===== src/rtl/tag_release_queue.sv =====
// In-order release queue returning granted tags to the freelist write ports.
// Multi-lane compacting push, oldest-first multi-lane release, and flush.
module tag_release_queue #(
    parameter int DEPTH = 16,
    parameter int DATA  = 4,
    parameter int IN    = 4,
    parameter int OUT   = 4
) (
    input  logic                       clk,
    input  logic                       reset,
    input  logic                       flush_,
    input  logic [IN-1:0]              push_,
    input  logic [IN*DATA-1:0]         pd,
    input  logic [$clog2(OUT):0]       rel_num,
    output logic [OUT-1:0]             we_,
    output logic [OUT*DATA-1:0]        wd,
    output logic [$clog2(DEPTH):0]     count,
    output logic                       full,
    output logic                       empty,
    output logic                       ovf
);
    localparam int PW   = $clog2(DEPTH);
    localparam int CNTW = PW + 1;
    localparam int NPW  = $clog2(IN) + 1;

    logic [DATA-1:0] mem [DEPTH];
    logic [PW-1:0]   hp_reg;
    logic [PW-1:0]   tp_reg;

    logic [IN-1:0]   en;
    logic [NPW-1:0]  npush;
    logic [NPW-1:0]  off [IN];
    logic [CNTW-1:0] nrel;
    logic            accept;

    assign en    = ~push_;
    assign full  = (CNTW'(DEPTH) - count) < CNTW'(IN);
    assign empty = (count == '0);

    // Each enabled lane's slot offset is the number of enabled lanes below it.
    always_comb begin
        npush = '0;
        for (int i = 0; i < IN; i++) begin
            off[i] = npush;
            npush  = npush + NPW'(en[i]);
        end
        nrel = CNTW'(rel_num);
        if (nrel > CNTW'(OUT)) nrel = CNTW'(OUT);
        if (nrel > count)      nrel = count;
    end

    assign accept = (npush != '0) && !full;

    always_ff @(posedge clk) begin
        if (!reset && flush_ && accept) begin
            for (int i = 0; i < IN; i++) begin
                if (en[i]) mem[tp_reg + PW'(off[i])] <= pd[i*DATA +: DATA];
            end
        end
    end

    always_ff @(posedge clk or posedge reset) begin
        if (reset) begin
            hp_reg <= '0;
            tp_reg <= '0;
            count  <= '0;
            we_    <= '1;
            wd     <= '0;
            ovf    <= 1'b0;
        end else if (!flush_) begin
            hp_reg <= '0;
            tp_reg <= '0;
            count  <= '0;
            we_    <= '1;
            wd     <= '0;
            ovf    <= 1'b0;
        end else begin
            if (accept) tp_reg <= tp_reg + PW'(npush);
            hp_reg <= hp_reg + PW'(nrel);
            count  <= count + (accept ? CNTW'(npush) : CNTW'(0)) - nrel;
            ovf    <= (npush != '0) && full;
            for (int i = 0; i < OUT; i++) begin
                if (CNTW'(i) < nrel) begin
                    we_[i]               <= 1'b0;
                    wd[i*DATA +: DATA]   <= mem[hp_reg + PW'(i)];
                end else begin
                    we_[i]               <= 1'b1;
                    wd[i*DATA +: DATA]   <= '0;
                end
            end
        end
    end
endmodule

===== config.mk =====
export PLATFORM = sky130hd
export DESIGN_NAME = tag_release_queue
export DESIGN_NICKNAME = d
export VERILOG_FILES = /design/src/rtl/tag_release_queue.sv
export SDC_FILE = /design/constraint.sdc
export NUM_CORES = 1
export LEC_CHECK = 0
export ABC_AREA = 0
export BUFFER_PORTS_ARGS = -buffer_cell sky130_fd_sc_hd__buf_2
export CAP_MARGIN = 20
export CORE_AREA = 4 4 123 137
export CTS_CLUSTER_SIZE = 16
export DETAILED_ROUTE_END_ITERATION = 8
export DIE_AREA = 0 0 127 141
export PLACE_DENSITY = 0.88
export SLEW_MARGIN = 15
export SYNTH_ARGS = -nofsm -noshare
export SYNTH_HDL_FRONTEND = slang
export SYNTH_SLANG_ARGS = --single-unit

===== constraint.sdc =====
create_clock -name clk -period 4.8 [get_ports clk]
set_input_delay 0.48 -clock clk [delete_from_list [all_inputs] [get_ports clk]]
set_output_delay 0.48 -clock clk [all_outputs]
set_load 0.02 [all_outputs]

# == Yosys cells after proc, flatten, opt, wreduce, memory -nomap -nowiden ==
# Memory sizes are Yosys's and may differ from the RTL's.
# Index checks and enable logic that the tools add are counted.
# classes
n_lt_le_gt_ge,7
multipliers,0
bitwise,1
n_div,0
reduce_logical,8
addsub,14
muxes,30
n_shift,0
n_eq_ne,1
# ops
op,count
$mux W4,8
$mux W1,17
$mux W16,1
$lt A1 B5 Y1 const A,2
$lt A2 B5 Y1 const A,2
$mux W5,2
$add A4 B2 Y4 const B,2
$add A4 B3 Y4,2
$mux W3,2
$add A5 B3 Y5,1
$gt A5 B5 Y1,1
$logic_not A5 Y1,1
$lt A5 B3 Y1 const B,1
$sub A5 B5 Y5,1
$sub A5 B5 Y5 const A,1
$add A4 B1 Y4,1
$add A4 B1 Y4 const B,1
$add A4 B2 Y4,1
$add A4 B4 Y4,1
$logic_and A1 B1 Y1,4
$not A4 Y4,1
$add A2 B1 Y3,1
$add A3 B1 Y3,1
$gt A3 B3 Y1 const B,1
4 further kinds,5
# totals
ramBits,64
romBits,0
reg_bits,34
wordCells,68
out_inout_bits,28
inputBits,26
latchBits,0
mem_count,1
# memory_table
name,depth,width,rd,rd_clocked_by_memory_dff,write_ports,line_no,text
mem,16,4,4,0,4,26,logic [DATA-1:0] mem [DEPTH];

# == Depth between registers and ports, before layout ==
# logic_depth
ltp_word,10
ltp_mapped,17
mapped_depth_nobuf,15

# == Worst setup path before layout ==
# OpenSTA, ideal clock, no wires.
# synth_path
kind,input port to flip-flop
startpoint,in rel_num[2]
endpoint,reg count[4]
arrival_ns,3.839
cell_stages,14
setup_ns,0.119
path_buffers,2
t_required_ns,4.681
slack_ns,0.842
path_cell_list,clkbuf_1 -> nand2b_1 -> ha_1 -> a311oi_1 -> o21a_1 -> clkbuf_1 -> mux2_2 -> inv_1 -> fa_1 -> fa_1 -> a21o_1 -> a21oi_1 -> xnor2_1 -> and2_1
# synth_between
elab_chain_cells,6
# synth_lines
item,line_no,text
from (decl),14,"input logic [$clog2(OUT):0] rel_num,"
$gt A3 B3 Y1,48,if (nrel > CNTW'(OUT)) nrel = CNTW'(OUT);
$mux W3 *,48,
$gt A5 B5 Y1,49,if (nrel > count) nrel = count;
$mux W5 *,49,
$sub A5 B5 Y5 *,80,count <= count + (accept ? CNTW'(npush) : CNTW'(0)) - nrel;
$mux W5 *,70,end else if (!flush_) begin
to (signal assigned),80,
to (decl),17,"output logic [$clog2(DEPTH):0] count,"
# Every way passes the cells marked *; elsewhere a longest branch is shown, timed or not.
# A chain may end at the register's enable or synchronous reset.

# == Final worst setup path ==
# layout_path
startpoint,reg count[2]
endpoint,reg count[4]
# layout_between
elab_chain_cells,8
word_cells_on_any_way,10
cone_classes,add/sub: 3; order compare: 2; mux: 3; reduce/logical: 2
# layout_lines
item,line_no,text
$sub A5 B5 Y5,37,assign full = (CNTW'(DEPTH) - count) < CNTW'(IN);
$lt A5 B3 Y1,37,
$logic_not A1 Y1,52,assign accept = (npush != '0) && !full;
$logic_and A1 B1 Y1,52,
$mux W3,80,
$add A5 B3 Y5,80,
$sub A5 B5 Y5 *,80,
$mux W5 *,70,
# Marked as above.

==> impl_metrics.env <==
export IMPL_status="finished, final reports clean"
export IMPL_report_final_slew_viol_count=0
export IMPL_num_rows=48
export IMPL_worstPathMaxFanout=9
export IMPL_ys_warn_count=0
export IMPL_core_sq_mm=0.01549
export IMPL_grt_overflow_total=0
export IMPL_max_stage_delay_ns=0.50
export IMPL_clock_skew_ns=0.008084
export IMPL_final_cell_mix="nand3_1, mux4_2, nor2_1"
export IMPL_grt_pass1_vias=8092
export IMPL_powerDensity_mw_per_mm2=523.6
export IMPL_port_buffers=53
export IMPL_grt_pass1_wl_um=46980
export IMPL_antenna_found_initial=0
export IMPL_ys_types=69
export IMPL_synth_seq_cells=98
export IMPL_period_share_pct=85.38
export IMPL_worstPathArrival_ns=4.34
export IMPL_insertion_delay_ns=0.35
export IMPL_layout_drive_gt1_share_pct=25.23
export IMPL_synth_top_family_by_area="simple AND/OR/NAND/NOR gates"
export IMPL_cts_buffers=9
export IMPL_final_cell_area_sq_mm=0.01013
export IMPL_end_kind="flop"
export IMPL_ctsResizeCount=0
export IMPL_num_antenna_cells=0
export IMPL_die_area_sq_mm=0.01791
export IMPL_dieHeight_um=141
export IMPL_synthCells=870
export IMPL_fin_hold_ws_ns=0.2424
export IMPL_synth_adder_area_share_pct=5.747
export IMPL_hpwl_um=21670
export IMPL_final_cells=1080
export IMPL_layout_commonest_cell="nand3_1"
export IMPL_slew_headroom_pct=38.13
export IMPL_gp_congestion=1.029
export IMPL_fp_dieW_um=127
export IMPL_drt_wl_total_um=30340
export IMPL_grt_usage_pct=34.09
export IMPL_nNetsFinal=940
export IMPL_required_ns=5.05
export IMPL_numClockSinks=98
export IMPL_critical_path_top_delay_family="adder cells"
export IMPL_synthMuxAreaShare_pct=19.52
export IMPL_worst_pin_slew_ns=0.9281
export IMPL_async_flop_share_pct=34.69
export IMPL_h_tree_depth=3
export IMPL_max_freq_ghz=0.2440
export IMPL_synth_compound_area_share_pct=16.09
export IMPL_drt_iter0_markers=1470
export IMPL_cts_root_buf="clkbuf_16"
export IMPL_p_leak_uw=0.003490
export IMPL_synth_xor_area_share_pct=2.493
export IMPL_firstDrtPassIters=7
export IMPL_post_cts_buffers=0
export IMPL_io_pins=54
export IMPL_yosysSeqAreaShare_pct=29.13
export IMPL_synth_edf_count=64
export IMPL_hold_viol=0
export IMPL_setup_viol=0
export IMPL_route_detailed_drc=0
export IMPL_wl_per_cell_um=28.09
export IMPL_rsz0062_at_grt="false"
export IMPL_largest_register_ffs=64
export IMPL_grt_max_degree=49
export IMPL_ys_flop_type="edfxtp_1"
export IMPL_syn_num_nets=935
export IMPL_cts_tree="yes"
export IMPL_via_count=8443
export IMPL_crit_path_top_delay_cell="dfrtp_1"
export IMPL_place_inst=1064
export IMPL_worst_path_buf_inv=2
export IMPL_place_area_sq_mm=0.009804
export IMPL_detail_route_antenna_nets=0
export IMPL_ctsHoldBuffers=0
export IMPL_ir_worst_vdd_mv=0.3747
export IMPL_avgSynthCellArea_sq_um=10.96
export IMPL_hp_class="in -> async"
export IMPL_post_route_min_period_ns=4.098
export IMPL_cp_cell_sequence="inv_1 -> ha_1 -> a311oi_1 -> o21a_1 -> mux2_2 -> inv_1 -> fa_1 -> fa_1 -> a21o_1 -> a21oi_1 -> xnor2_1 -> and2_1"
export IMPL_drv_cap=0
export IMPL_area_growth_pct=6.180
export IMPL_cp_start_kind="flop"
export IMPL_routed_via_density=7.818
export IMPL_syn_area_sq_mm=0.009537
export IMPL_cts_buffer_depth=2
export IMPL_critPathKind="reg -> reg"
export IMPL_start_util_pct=61.55
export IMPL_clk_pin_slew_ns=0.07
export IMPL_synth_simple_area_share_pct=21.54
export IMPL_fin_tns_setup_ns=0
-- per-stage QoR --
step           utilization (%)  setup WS (ns)  power [uW]
4_1_cts                  65.35         0.7230        5235
2_1_floorplan                -         0.8425        3768
5_1_grt                  65.35         0.5159        5551
3_5_place_dp             63.28         0.6393        4431
6_report                 65.35         0.7017        5302
3_3_place_gp             63.28         0.8199        4297
-- cell type report --
class	count	area [sq um]
Timing Repair Buffer	77	445.4
Tap cell	200	250.2
Multi-Input combinational cell	670	6254
Clock inverter	4	38.79
Fill cell	1179	5369
Sequential cell	98	2781
Clock buffer	12	282.8
Inverter	19	73.82
-- synth_stat cells, types with 7 or more instances --
cell type / n / area share, %
a21oi_1: 23 / 1.2
a221oi_1: 61 / 5.6
and2_1: 58 / 3.8
and4_1: 9 / 0.83
buf_1: 7 / 0.28
buf_2: 23 / 1.2
buf_6: 10 / 1.2
clkbuf_1: 36 / 1.4
dfrtp_1: 30 / 7.9
edfxtp_1: 64 / 20
fa_1: 8 / 1.7
ha_1: 31 / 4.1
inv_1: 18 / 0.71
mux4_2: 78 / 18
nand2_1: 16 / 0.63
nand2b_1: 8 / 0.52
nand3_1: 81 / 4.3
nand4_1: 7 / 0.46
nor2_1: 70 / 2.8
nor2b_1: 15 / 0.98
nor4b_4: 7 / 1.7
o211ai_1: 17 / 1.3
o31ai_1: 64 / 5.0
xnor2_1: 10 / 0.92
xor2_1: 9 / 0.83
-- worst min-delay path: stages --
cell	delay, ns
buf_2	0.13
inv_1	0.05
buf_4	0.37
-- cell families (layout without fill, tap and decap cells) --
kind of cell | count (synthesis) | count (layout)
mux | 88 | 88
simple gates | 324 | 324
buf+inv | 102 | 112
fa+ha+maj | 39 | 39
flops | 98 | 98
xor+xnor | 22 | 22
compound gates | 197 | 197
-- final timing paths --
path / startpoint / to / slack, ns / cells past startpoint
setup / recovery: count[2] / count[4] / 0.70 / 12
hold / removal: reset / tp_reg[0] / 0.24 / 3
setup reg to reg: count[2] / count[4] / 0.70 / 12
hold reg to reg: tp_reg[0] / tp_reg[0] / 0.74 / 2
max in group asynchronous: reset / hp_reg[0] / 4.17 / 3
min in group clk: rel_num[1] / we_[1] / 0.55 / 2
-- per-layer routing --
layer  part of all wire, %  vias to the layer above  routed length, um  GRT usage [%]
met5                     0                        -                  0              0
met4                   8.2                        0               2503          20.89
met3                    12                      201               3758          7.162
met2                    46                      797              13840          54.54
met1                    34                     3931              10240          42.46
li1                      -                     3514                  -              -
-- report_power, final --
part,switching (uW),total [uW],internal [uW]
registers,212,1290,1080
clock network,345,775,430
logic,1840,3240,1400
Note: power is estimated with default switching activity, not from simulation.
